<file path="src/rtl/fifo_pkg.sv">
// Shared constants for the async FIFO pointer logic: side selection and
// pointer width (one extra bit beyond the address for full/empty wrap detection).
package fifo_pkg;

  localparam int MODE_WRITE = 0;
  localparam int MODE_READ  = 1;

  function automatic int ptr_w(input int addr_width);
    return addr_width + 1;
  endfunction

endpackage

</file>
<file path="src/rtl/gray2binary.sv">
// Combinational Gray-to-binary converter: each binary bit is the XOR of all
// Gray bits at or above its position.
module gray2binary #(
  parameter int W = 6
) (
  input  logic [W-1:0] gray_i,
  output logic [W-1:0] bin_o
);

  for (genvar gi = 0; gi < W; gi++) begin : g_bit
    assign bin_o[gi] = ^gray_i[W-1:gi];
  end

endmodule

</file>
<file path="src/rtl/gray_ptr_counter.sv">
// One clock domain's FIFO pointer: binary/Gray pointer pair, full or empty flag
// against the synchronised opposite pointer, plus registered level and almost flag.
module gray_ptr_counter
  import fifo_pkg::*;
#(
  parameter int Addr_width = 5,
  parameter int MODE       = MODE_WRITE,
  parameter int ALMOST_TH  = 2
) (
  input  logic                  CLK,
  input  logic                  RST,
  input  logic                  Inc_en,
  input  logic [Addr_width:0]   Sync_gray_ptr,
  output logic                  Accept,
  output logic [Addr_width-1:0] Address,
  output logic [Addr_width:0]   Gray_pointer,
  output logic                  Flag,
  output logic                  Almost_flag,
  output logic [Addr_width:0]   Level
);

  localparam int PW    = ptr_w(Addr_width);
  localparam int DEPTH = 1 << Addr_width;

  // Full when the opposite pointer is exactly one lap behind: in Gray code
  // that means the top two bits inverted and the rest equal.
  localparam logic [PW-1:0] FULL_MASK = PW'(3) << (PW - 2);
  localparam logic [PW-1:0] TH_LO     = PW'(ALMOST_TH);
  localparam logic [PW-1:0] TH_HI     = PW'(DEPTH - ALMOST_TH);
  localparam logic          FLAG_RST  = (MODE == MODE_READ);
  localparam logic          ALM_RST   = (MODE == MODE_READ) || (ALMOST_TH == DEPTH);

  logic [PW-1:0] bin_q, bin_d;
  logic [PW-1:0] gray_q, gray_d;
  logic [PW-1:0] level_q, level_d;
  logic [PW-1:0] sync_bin;
  logic          flag_q, flag_d;
  logic          almost_q, almost_d;

  gray2binary #(.W(PW)) u_sync_g2b (
    .gray_i (Sync_gray_ptr),
    .bin_o  (sync_bin)
  );

  assign Accept = Inc_en & ~flag_q;

  always_comb begin
    bin_d  = bin_q + PW'(Accept);
    gray_d = bin_d ^ (bin_d >> 1);
    if (MODE == MODE_READ) begin
      level_d  = sync_bin - bin_d;
      flag_d   = (gray_d == Sync_gray_ptr);
      almost_d = (level_d <= TH_LO);
    end else begin
      level_d  = bin_d - sync_bin;
      flag_d   = (gray_d == (Sync_gray_ptr ^ FULL_MASK));
      almost_d = (level_d >= TH_HI);
    end
  end

  always_ff @(posedge CLK or posedge RST) begin
    if (RST) begin
      bin_q    <= '0;
      gray_q   <= '0;
      level_q  <= '0;
      flag_q   <= FLAG_RST;
      almost_q <= ALM_RST;
    end else begin
      bin_q    <= bin_d;
      gray_q   <= gray_d;
      level_q  <= level_d;
      flag_q   <= flag_d;
      almost_q <= almost_d;
    end
  end

  assign Address      = bin_q[Addr_width-1:0];
  assign Gray_pointer = gray_q;
  assign Flag         = flag_q;
  assign Almost_flag  = almost_q;
  assign Level        = level_q;

endmodule

</file>
<file path="config.mk">
export PLATFORM = sky130hd
export DESIGN_NAME = gray_ptr_counter
export DESIGN_NICKNAME = d
export VERILOG_FILES = /design/src/rtl/fifo_pkg.sv /design/src/rtl/gray2binary.sv /design/src/rtl/gray_ptr_counter.sv
export SDC_FILE = /design/constraint.sdc
export NUM_CORES = 1
export LEC_CHECK = 0
export CELL_PAD_IN_SITES_DETAIL_PLACEMENT = 1
export CELL_PAD_IN_SITES_GLOBAL_PLACEMENT = 1
export CORE_AREA = 2 2 61 57
export DETAILED_ROUTE_END_ITERATION = 16
export DIE_AREA = 0 0 63 59
export HOLD_SLACK_MARGIN = 0.03
export PLACE_DENSITY_LB_ADDON = 0.1
export SETUP_SLACK_MARGIN = 0.02
export SKIP_LAST_GASP = 1
export SYNTH_ARGS = -nofsm -noshare
export SYNTH_HDL_FRONTEND = slang
export SYNTH_SLANG_ARGS = --single-unit
</file>
<file path="constraint.sdc">
create_clock -name CLK -period 2.85 [get_ports CLK]
set_input_delay 0.4275 -clock CLK [delete_from_list [all_inputs] [get_ports CLK]]
set_output_delay 0.4275 -clock CLK [all_outputs]
set_load 0.01 [all_outputs]
</file>
==> results of run 1 <==
## repair_timing
item | in CTS | in global routing
setup buffers | 2 | 3
gates resized for setup | 2 | 5
gates cloned | 0 | 0
endpoints found under the setup margin | 3 | 3
pin swaps | 4 | 4
## cells by family (layout without fill, tap and decap cells)
family	Yosys count	in the layout	share of synthesized area, %
simple gates	18	18	9.57
flops	19	19	42.8
fa+ha+maj	8	8	9.68
buf+inv	12	62	4.28
xor+xnor	25	25	25.7
compound gates	15	15	8.00
## registers in the layout, indices dropped and copies added (netlist names)
| register | flops |
|---|---|
| Almost_flag | 1 |
| bin_q | 6 |
| Flag | 1 |
| Gray_pointer | 5 |
| Level | 6 |
## cells in the mapped netlist (2+ instances only)
library cell,instances
o211ai_1,2
xnor2_1,11
nor2b_1,3
inv_1,9
xor2_2,4
dfrtp_1,19
nand3_1,3
ha_1,7
a21oi_1,5
xor2_1,7
nand2_1,4
buf_2,2
o21ai_0,4
## area by class of cell
cell class	count	area, um^2
clock buffers	3	22.5
flip-flops and latches	19	475
clock inverters	1	5.00
well taps	42	52.6
repair buffers	49	438
inverters	9	33.8
multi-input cells	66	606
fillers	352	1390
## power groups by stage
stage                     clock [mW]  sequential, mW  combinational (mW)
after floorplan                    0           0.553               0.761
after global placement             0           0.526                1.34
after detailed placement           0           0.537                1.38
after CTS                      0.155           0.531                1.39
after global routing           0.166           0.549                1.59
final                          0.148           0.527                1.44
## routing by layer
metal	track usage, %	routed length (um)
met5	0	0
met3	4.94	141
met1	18.2	1120
met2	31.8	1440
met4	5.71	35
## worst paths after layout
kind / endpoint / from / slack, ns / depth (start not counted)
min in group CLK: bin_q[5] / bin_q[5] / 0.65 / 1
worst min-delay path: Gray_pointer[3] / RST / 0.53 / 2
worst max register to register: Almost_flag / Flag / 0.52 / 12
worst min register to register: bin_q[5] / bin_q[5] / 0.65 / 1
worst max-delay path: Almost_flag / Sync_gray_ptr[4] / 0.25 / 13
max in group asynchronous: bin_q[1] / RST / 1.86 / 2
## metrics by stage
step	setup slack, ns	power, mW
2_1_floorplan	0.237	1.31
3_3_place_gp	-0.327	1.86
3_5_place_dp	-0.385	1.92
4_1_cts	0.140	2.08
5_1_grt	0.0324	2.30
6_report	0.253	2.11
## worst max-delay path: stages
cell           delay [ns]
dlygate4sd2_1        0.27
xnor2_2              0.22
xor2_2               0.24
xor2_2               0.22
xor2_2               0.20
xnor2_1              0.09
ha_1                 0.21
fa_2                 0.35
nor2b_1              0.12
o21ai_0              0.08
nand2b_1             0.12
xnor2_2              0.13
o211ai_1             0.11
==> impl_metrics.tcl, run 1 <==
set metrics [dict create \
    num_vias 881 \
    final_cell_mix "clkdlybuf4s50_1 (25), buf_4 (21), dfrtp_1 (19)" \
    setup_viol 0 \
    syn_nets 114 \
    fmax_ghz 0.385 \
    coreArea_um2 3020 \
    timing.final.crit_share_pct 91.1 \
    grt_antenna_before_repair 0 \
    tns_ns 0 \
    yosysTopAreaCell "dfrtp_1" \
    rsz0062_at_grt "no" \
    cts_made_buffers 3 \
    hold_class "in -> async" \
    cp-start-kind "input pin" \
    drc_errors 0 \
    cts_tree "done" \
    clk_pin_slew_ns 0.12 \
    insertion_delay_ns 0.31 \
    p_int_mw 1.26 \
    wl_per_cell_um 14.5 \
    layout_commonest_cell "clkdlybuf4s50_1" \
    stdcell_area_um2 1630 \
    drv_slew 0 \
    ctsHoldBuffers 0 \
    cts-root-buf "clkbuf_4" \
    clock-sinks 19 \
    clockBufferDepth 2 \
    die-area_um2 3720 \
    area_growth_syn_to_layout_pct 47.0 \
    worstPathRequired_ns 3.06 \
    slew_headroom_pct 51.4 \
    netlist_top_cells_area "dfrtp_1 (43%), xnor2_1 (8.7%), ha_1 (7.9%)" \
    dp.final_hpwl_um 2150 \
    nets 165 \
    switching_share_pct 40.3 \
    arrival_ns 2.80 \
    synth-main-ff-cell "dfrtp_1" \
    combPwrFrac_pct 68.1 \
    initial_core_util_pct 36.8 \
    peakVddDrop_uv 545 \
    netlist_area_um2 1110 \
    async_flop_share_pct 100 \
    synth_edf_count 0 \
    antenna_left 0 \
    gr-usage-all-layers_pct 16.8 \
    n_antenna_cell 0 \
    p_switching_mw 0.850 \
    post-route-util_pct 54.1 \
    powerDensity_nw_per_um2 1290 \
    drive_above_1_share_pct 23.1 \
    final_cells 189 \
    gr-total-overflow 0 \
    grt_pass1_vias 947 \
    grt_pass1_wl_um 4660 \
    synth.distinct_cells 30 \
    fp.dieH_um 59 \
    fin_hold_ws_ns 0.531 \
    crit_path_end_kind "register" \
    cts_max_level 1 \
    pwr-share-seq_pct 25.0 \
    maxCapViolCount 0 \
    p_leak_nw 0.759 \
    num_rows 19 \
    yosys_warnings 0 \
    period_minus_slack_ns 2.60 \
    vias_per_cell 4.66 \
    synth-seq-cells 19 \
    status "finished clean" \
    gp_congestion 0.739 \
    synthCells 97 \
    ys_seq_area_share_pct 42.8 \
    io_buffers 28 \
    dpl_cell_area_um2 1550 \
    crit_type "in -> reg" \
    grt_max_degree 20 \
    cp_max_fo 2 \
    drtIter0Drc 12 \
    clockPowerShare_pct 7.0 \
    dp.cells 180 \
    first_pass_iters 4 \
    hold_violations 0 \
    skew_ns 0.00458 \
    synth_top_area_share_pct 42.8 \
    tightestPinTransition_ns 0.728 \
    dieWidth_um 63 \
    syn_avg_cell_area_um2 11.5 \
    drt-total-wl_um 2740 \
    ioPinCount 29 \
]
(Power assumes the default switching activity.)
==> run 2, diff against run 1 <==
CELL_PAD_IN_SITES_DETAIL_PLACEMENT = not set   (was 1)
CELL_PAD_IN_SITES_GLOBAL_PLACEMENT = not set   (was 1)
CORE_AREA = 2 2 55 52   (was 2 2 61 57)
DIE_AREA = 0 0 57 54   (was 0 0 63 59)
PLACE_DENSITY = 0.74   (was not set)
PLACE_DENSITY_LB_ADDON = not set   (was 0.1)
==> run 2 against run 1 <==
Clock skew grew 0.0046 ns. Global-route usage is essentially flat. Cell area shrank 3.4%. Utilization grew 7.3 points. Setup slack lost 0.026 ns. Combinational power is essentially flat. First-iteration DRC count shrank 8.3%. Critical endpoint unchanged. Non-clock buffer count shrank 4. Routed wire length shrank 21%.
==> impl_metrics.tcl, run 2 (synthesized netlist as in run 1, its figures left out) <==
set metrics [dict create \
    gr-usage-all-layers_pct 16.9 \
    vias_per_cell 4.79 \
    layout_commonest_cell "clkdlybuf4s50_1" \
    wl_per_cell_um 12.6 \
    insertion_delay_ns 0.30 \
    io_buffers 28 \
    setup_viol 0 \
    rsz0062_at_grt "no" \
    fp.dieH_um 54 \
    rr_startpoint "Flag" \
    reg2reg_setup_slack_ns 0.52 \
    drt-total-wl_um 2180 \
    gr-total-overflow 0 \
    ioPinCount 29 \
    timing.rr.end "Almost_flag" \
    cts_max_level 1 \
    cp_max_fo 2 \
    setup_ws_ns 0.227 \
    dp.final_hpwl_um 1760 \
    n_antenna_cell 0 \
    antenna_left 0 \
    place_ws_ns -0.374 \
    hold_violations 0 \
    clock-sinks 19 \
    die-area_um2 3080 \
    cts-root-buf "clkbuf_4" \
    ff2ff_path_depth 10 \
    skew_ns 0.00918 \
    peakVddDrop_uv 943 \
    cts_made_buffers 3 \
    timing.final.crit_share_pct 92.0 \
    period_minus_slack_ns 2.62 \
    fmax_ghz 0.381 \
    tns_ns 0 \
    status "finished clean" \
    first_pass_iters 4 \
    drive_above_1_share_pct 19.6 \
    area_growth_syn_to_layout_pct 41.9 \
    cp-start-kind "input pin" \
    crit_path_end_kind "register" \
    num_rows 18 \
    drtIter0Drc 11 \
    tightestPinTransition_ns 0.746 \
    cts_tree "done" \
    hold_class "in -> async" \
    crit_path_start "Sync_gray_ptr[3]" \
    clockBufferDepth 2 \
    post-cts-setup-buffers 0 \
    maxCapViolCount 0 \
    final_cell_mix "clkdlybuf4s50_1 (26), dfrtp_1 (19), buf_4 (17)" \
    nets 161 \
    grt_max_degree 20 \
    num_vias 828 \
    slew_headroom_pct 50.2 \
    drc_errors 0 \
    dieWidth_um 57 \
    arrival_ns 2.84 \
    ctsHoldBuffers 0 \
    grt_antenna_before_repair 0 \
    worstPathRequired_ns 3.07 \
    coreArea_um2 2570 \
    grt_pass1_wl_um 3820 \
    initial_core_util_pct 43.3 \
    powerDensity_nw_per_um2 1320 \
    p_leak_nw 0.723 \
    crit_type "in -> reg" \
    grt_pass1_vias 883 \
    gp_congestion 0.712 \
    drv_slew 0 \
    clk_pin_slew_ns 0.11 \
]
run 2: changes by cell type in the layout (fill, tap and decap cells not counted), sizes merged:
cell | previous run | this run
buf | 21 | 17
clkbuf | 3 | 4
clkdlybuf4s50 | 25 | 26
clkinv | 1 | 0
dlymetal6s2s | 1 | 0
run 2: critical path: stages:
cell and delay [ns]:
clkdlybuf4s50_1 0.53, xor2_2 0.23, xor2_2 0.23, xor2_2 0.18, xnor2_1 0.09, ha_1 0.21
fa_2 0.35, buf_4 0.15, xnor2_2 0.13, nand3_1 0.10, o211ai_1 0.21
run 2: layer usage:
metal,global-route usage (%),part of all wire (%),up-vias
li1,-,-,414
met1,19.9,45,385
met2,30.5,47,26
met3,3.37,5.9,3
met4,6.98,1.3,0
met5,0,0,-
run 2: how the worst max path moves through the flow:
stage                        endpoint  slack [ns]
after global placement    Almost_flag       -0.29
after global routing      Almost_flag        0.02
final                     Almost_flag        0.23
after floorplan           Almost_flag        0.24
after detailed placement  Almost_flag       -0.37
after CTS                 Almost_flag        0.17
run 2: area by class of cell:
cell class / instances / area (um^2)
multi-input cells: 66 / 598
fillers: 219 / 991
flip-flops and latches: 19 / 475
well taps: 30 / 37.5
clock buffers: 4 / 26.3
inverters: 9 / 33.8
repair buffers: 45 / 405
run 2: metrics by stage:
stage          cell area [um^2]  utilization [%]  cells  power (mW)  hold slack, ns
5_1_grt                    1580             61.4    173        2.29           0.627
2_1_floorplan              1110                -     97        1.31           0.379
6_report                   1580             61.4    173        2.08           0.542
4_1_cts                    1580             61.4    173        2.12           0.561
3_5_place_dp               1540             60.1    169        1.94           0.627
3_3_place_gp               1540             60.1    169        1.89           0.596
run 2: repair_timing:
action,CTS,global route
setup endpoints to repair,1,1
gates resized for setup,5,0
pin swaps,5,2
run 2: power breakdown:
group | switching, mW | internal, mW | leakage (nW)
sequential | 0.108 | 0.420 | 0.226
combinational | 0.617 | 0.802 | 0.482
clock | 0.0827 | 0.0545 | 0.0150
total | 0.807 | 1.28 | 0.723
